**src/rtl/instr_encoder_loader.sv**
```systemverilog
// instr_encoder_loader: packs symbolic instructions into 32-bit decoder words
// and writes them into consecutive instruction-memory locations, one per cycle.
module instr_encoder_loader #(
    parameter int ADDR_W = 8
) (
    input  logic              clk,
    input  logic              reset,
    input  logic              start,
    input  logic              in_valid,
    output logic              in_ready,
    input  logic [3:0]        in_kind,
    input  logic [4:0]        in_rs,
    input  logic [4:0]        in_rt,
    input  logic [4:0]        in_rd,
    input  logic [4:0]        in_shamt,
    input  logic [5:0]        in_funct,
    input  logic [15:0]       in_imm,
    input  logic [25:0]       in_target,
    output logic              mem_we,
    output logic [ADDR_W-1:0] mem_addr,
    output logic [31:0]       mem_wdata,
    output logic              busy,
    output logic              done,
    output logic              err,
    output logic [ADDR_W:0]   word_count
);

    // Count at which memory is full, and the count of the last free slot.
    localparam logic [ADDR_W:0] FULL_C = {1'b1, {ADDR_W{1'b0}}};
    localparam logic [ADDR_W:0] LAST_C = {1'b0, {ADDR_W{1'b1}}};

    localparam logic [3:0] K_RTYPE = 4'd0;
    localparam logic [3:0] K_SLL   = 4'd1;
    localparam logic [3:0] K_JMSUB = 4'd2;
    localparam logic [3:0] K_LW    = 4'd3;
    localparam logic [3:0] K_SW    = 4'd4;
    localparam logic [3:0] K_BEQ   = 4'd5;
    localparam logic [3:0] K_ORI   = 4'd6;
    localparam logic [3:0] K_BLTZ  = 4'd7;
    localparam logic [3:0] K_JRS   = 4'd8;
    localparam logic [3:0] K_BALN  = 4'd9;
    localparam logic [3:0] K_END   = 4'd10;

    typedef enum logic [1:0] {S_IDLE, S_LOAD, S_DONE} state_t;

    state_t            state_q, state_d;
    logic [ADDR_W:0]   count_q, count_d;
    logic              err_q, err_d;
    logic              we_q, we_d;
    logic [ADDR_W-1:0] addr_q, addr_d;
    logic [31:0]       wdata_q, wdata_d;

    logic [31:0]       enc;
    logic              legal;
    logic              accept;

    // Pack the presented fields according to the instruction kind.
    always_comb begin
        enc   = 32'h0;
        legal = 1'b1;
        case (in_kind)
            K_RTYPE: enc = {6'b000000, in_rs, in_rt, in_rd, in_shamt, in_funct};
            K_SLL:   enc = {6'b000000, 5'b00000, in_rt, in_rd, in_shamt, 6'b000000};
            K_JMSUB: enc = {6'b000000, in_rs, in_rt, in_rd, in_shamt, 6'b100010};
            K_LW:    enc = {6'b100011, in_rs, in_rt, in_imm};
            K_SW:    enc = {6'b101011, in_rs, in_rt, in_imm};
            K_BEQ:   enc = {6'b000100, in_rs, in_rt, in_imm};
            K_ORI:   enc = {6'b001101, in_rs, in_rt, in_imm};
            K_BLTZ:  enc = {6'b000001, in_rs, 5'b00000, in_imm};
            K_JRS:   enc = {6'b010010, in_rs, in_rt, in_imm};
            K_BALN:  enc = {6'b011011, in_target};
            default: legal = 1'b0;
        endcase
    end

    assign in_ready = (state_q == S_LOAD) && (count_q < FULL_C);
    assign accept   = in_valid && in_ready;

    // Session control and write-strobe generation.
    always_comb begin
        state_d = state_q;
        count_d = count_q;
        err_d   = err_q;
        we_d    = 1'b0;
        addr_d  = addr_q;
        wdata_d = wdata_q;
        case (state_q)
            S_IDLE, S_DONE: begin
                if (start) begin
                    state_d = S_LOAD;
                    count_d = '0;
                    err_d   = 1'b0;
                end
            end
            S_LOAD: begin
                if (accept) begin
                    if (in_kind == K_END) begin
                        state_d = S_DONE;
                    end else if (!legal) begin
                        err_d = 1'b1;
                    end else begin
                        we_d    = 1'b1;
                        addr_d  = count_q[ADDR_W-1:0];
                        wdata_d = enc;
                        count_d = count_q + 1'b1;
                        // Filling the last slot ends the session; no wrap.
                        if (count_q == LAST_C) state_d = S_DONE;
                    end
                end
            end
            default: state_d = S_IDLE;
        endcase
    end

    // State and output registers; reset also cancels a pending strobe.
    always_ff @(posedge clk) begin
        if (reset) begin
            state_q <= S_IDLE;
            count_q <= '0;
            err_q   <= 1'b0;
            we_q    <= 1'b0;
            addr_q  <= '0;
            wdata_q <= '0;
        end else begin
            state_q <= state_d;
            count_q <= count_d;
            err_q   <= err_d;
            we_q    <= we_d;
            addr_q  <= addr_d;
            wdata_q <= wdata_d;
        end
    end

    assign mem_we     = we_q;
    assign mem_addr   = addr_q;
    assign mem_wdata  = wdata_q;
    assign busy       = (state_q == S_LOAD);
    assign done       = (state_q == S_DONE);
    assign err        = err_q;
    assign word_count = count_q;

endmodule
```
**config.mk**
```make
export PLATFORM = sky130hd
export DESIGN_NAME = instr_encoder_loader
export DESIGN_NICKNAME = d
export VERILOG_FILES = /design/src/rtl/instr_encoder_loader.sv
export SDC_FILE = /design/constraint.sdc
export NUM_CORES = 1
export LEC_CHECK = 0
export BUFFER_PORTS_ARGS = -buffer_cell sky130_fd_sc_hd__buf_2
export CAP_MARGIN = 20
export CORE_AREA = 2 2 89 91
export DETAILED_ROUTE_END_ITERATION = 16
export DIE_AREA = 0 0 91 93
export MAX_ROUTING_LAYER = met4
export PLACE_DENSITY = 0.65
export SLEW_MARGIN = 20
export SYNTH_ARGS = -nofsm -noshare
export SYNTH_HDL_FRONTEND = slang
export SYNTH_SLANG_ARGS = --single-unit
```
**constraint.sdc**
```tcl
create_clock -name clk -period 1.9 [get_ports clk]
set_input_delay 0.38 -clock clk [delete_from_list [all_inputs] [get_ports clk]]
set_output_delay 0.38 -clock clk [all_outputs]
set_load 0.02 [all_outputs]
```
==> impl_results.md <==
- Fin worst setup slack: 0.0672 ns
- Peak supply drop: 0.273 mV
- Synth Flop Type: dfxtp_1
- Count of unique library cells instantiated by Yosys: between 40 and 50
- Place WS: -0.103 ns
- F_max: approximately 550 MHz
- CTS buffer count: 5
- Average routed wire per standard cell: 14.5 um
- Die Height: between 90 and 100 um
- GPL Wtd Cong: 0.843
- Global-route wire length before repair: 12,200 um
- Max-Cap Viols: 0
- Antenna Cells: 0
- Largest net degree at the start of global routing: 26
- Share of cells above drive strength 1: 0.399
- Placed Cells: between 500 and 600
- Post-cts hold buffer count: 0
- PD cells: between 600 and 700 nW/um2
- Congestion Overflow GR: 0
- PortBufs: between 100 and 150
- CP Cell Sequence: or3b_1 > or4_1 > buf_6 > a221oi_1 > nor3_1
- Starting Density: 0.339
- Seq/Total Area, Yosys: 0.416
- Worst path required time: approximately 2.1 ns
- Worst setup EP type: register
- GRT Total Usage: 0.181
- DR pass1 iterations: 8
- Layout Skew: a little over 0.005 ns
- Critical path arrival: between 2 and 2.5 ns
- Hold WC Path Type: input port to register
- CTS tree: done
- Worst hold slack: 0.343 ns
- Flops & latches, synth: 53
- DIE AREA: ~8500 um2
- Synth warnings: 0
- Clock transition at the registers of the reported paths: approximately 0.09 ns
- Initial antenna violation count: 0
- Crit-path slowest cell: or4_1
- Die X: between 90 and 100 um
- Period Utilization, post-route: 0.965
- Worst path buffer plus inverter count: 1
- CP top delay family: simple AND/OR/NAND/NOR gates
- Core Box Area: ~7500 um2
- Worst Path Max Fanout: 22
- Fill cell count: between 700 and 800
- Iter 0 DRT Violations: ~150
- Clock latency on the worst-skew pair: around 0.31 ns
- Final Instance Count excl. Fillers: approximately 560
- # rows: 32
- Vias: between 2,000 and 3,000
- Slew HR: 0.669
- Synth Instances: between 300 and 400
- Worst Max-Slew Pin Slew: 0.497 ns
- Run status: finished, final reports clean
- CP peak stage delay: 0.49 ns
- Count of final setup violators: 0
- Leak: approximately 1.6 nW
- Post-CTS sizing: 0
- Final Critical Period: 1.83 ns
- Final instance area: about 3700 um2
- I/O Pins: 130
- Most frequent cells in the layout: buf_2 (129), dfxtp_1 (53), nor2_1 (35)
- Post-synth EDFFs: 0
- DP Area: 3520 um2
- Slew Viols, Final: 0
- Post-Syn Area: roughly 2600 um2
- Hpwl dp: between 5000 and 6000 um
- Number of routed nets with antenna violations: 0
- Vias per cell: 5.12
- Post-Route WL: approximately 8000 um
- DRC viols: 0
- Final Hold Viols: 0
- CP Class: register to register
- Power, Total: around 2.3 mW
- Postcts setup bufs: 0
- Commonest non-fill, non-tap cell in the layout: buf_2
- Startpoint Class: register
- Clk sinks: 53
- Ys async rst share: 0
- Clock Path Buffers: 2
- Clock root cell: clkbuf_8
- CTS HTree Levels: 2
- Nets: ~530
- Area grow syn2layout: 43.0%
- Syn nets: roughly 380
- Number of global-route vias before repair: about 2,500
- Avg Inst Size Synth: about 8.3 um2
## worst reg2reg max path, stage by stage, from the launching register on
cell	delay (ns)
dfxtp_1	0.34
or3b_1	0.38
or4_1	0.49
buf_6	0.20
a221oi_1	0.23
nor3_1	0.08
## cells in the mapped netlist, types with 2 or more instances
master	instances	area, um2
a211oi_1	14	105
a221oi_1	14	123
or4_1	4	30.0
ha_1	2	25.0
o31ai_1	7	52.6
dfxtp_1	53	1060
o21ai_0	6	30.0
a222oi_1	10	100
nand3_1	7	35.0
buf_2	13	65.1
a21o_1	3	22.5
inv_1	8	30.0
a22oi_1	2	15.0
mux2i_1	2	20.0
a311oi_1	3	26.3
nor2_1	35	131
clkbuf_1	13	48.8
nor3_1	21	105
nor2b_1	2	12.5
nand2b_1	6	37.5
a21oi_1	25	125
or3b_2	2	17.5
nand2_1	28	105
o21a_1	7	52.6
a21boi_0	3	22.5
## through the flow
stage | setup TNS (ns) | util
finish | 0 | 0.485
global route | -0.0141 | 0.485
CTS | 0 | 0.479
detailed placement | -2.02 | 0.468
global placement | -1.40 | 0.468
floorplan | 0 | -
## path summary, 6_finish.rpt
kind | slack, ns | depth (start not counted) | start | to
max | 0.07 | 5 | state_q[1] | mem_wdata[18]
min | 0.34 | 3 | in_imm[5] | mem_wdata[5]
max reg2reg | 0.07 | 5 | state_q[1] | mem_wdata[18]
min reg2reg | 0.46 | 2 | mem_wdata[31] | mem_wdata[31]
## state kept, by name (all words and copies together) (netlist names)
signal / count
word_count: 9
state_q: 2
mem_wdata: 32
err: 1
mem_we: 1
mem_addr: 8
## cell type report
type	count	area, um2	share of cell area
clock inverters	2	15.0	0.00411
well taps	102	128	0.0350
flip-flops and latches	53	1060	0.291
multi-input cells	219	1370	0.376
repair buffers	166	972	0.266
clock buffers	6	72.6	0.0199
inverters	8	30.0	0.00822
## power by group
group | leakage [nW] | switching [mW] | internal [mW]
registers | 0.430 | 0.0185 | 1.15
logic | 1.16 | 0.268 | 0.214
clock network | 0.0374 | 0.380 | 0.261
total | 1.62 | 0.666 | 1.62
## per-layer routing
| layer | global-route usage | vias to the layer above | wire length [um] |
|---|---|---|---|
| met2 | 0.293 | 75 | 3980 |
| met3 | 0.0371 | 12 | 391 |
| li1 | - | 1437 | - |
| met4 | 0.0568 | 0 | 127 |
| met1 | 0.229 | 1324 | 3540 |
| met5 | - | - | 0 |
## logic make-up after synthesis
kind of cell	synth area share
AND/OR/NAND/NOR	0.227
AO/OA/AOI/OAI	0.280
flip-flops	0.416
buffers and inverters	0.0564
multiplexers	0.00784
adder cells (fa/ha/maj)	0.00980
XOR/XNOR	0.00343
Note: power is estimated with default switching activity, not from simulation.
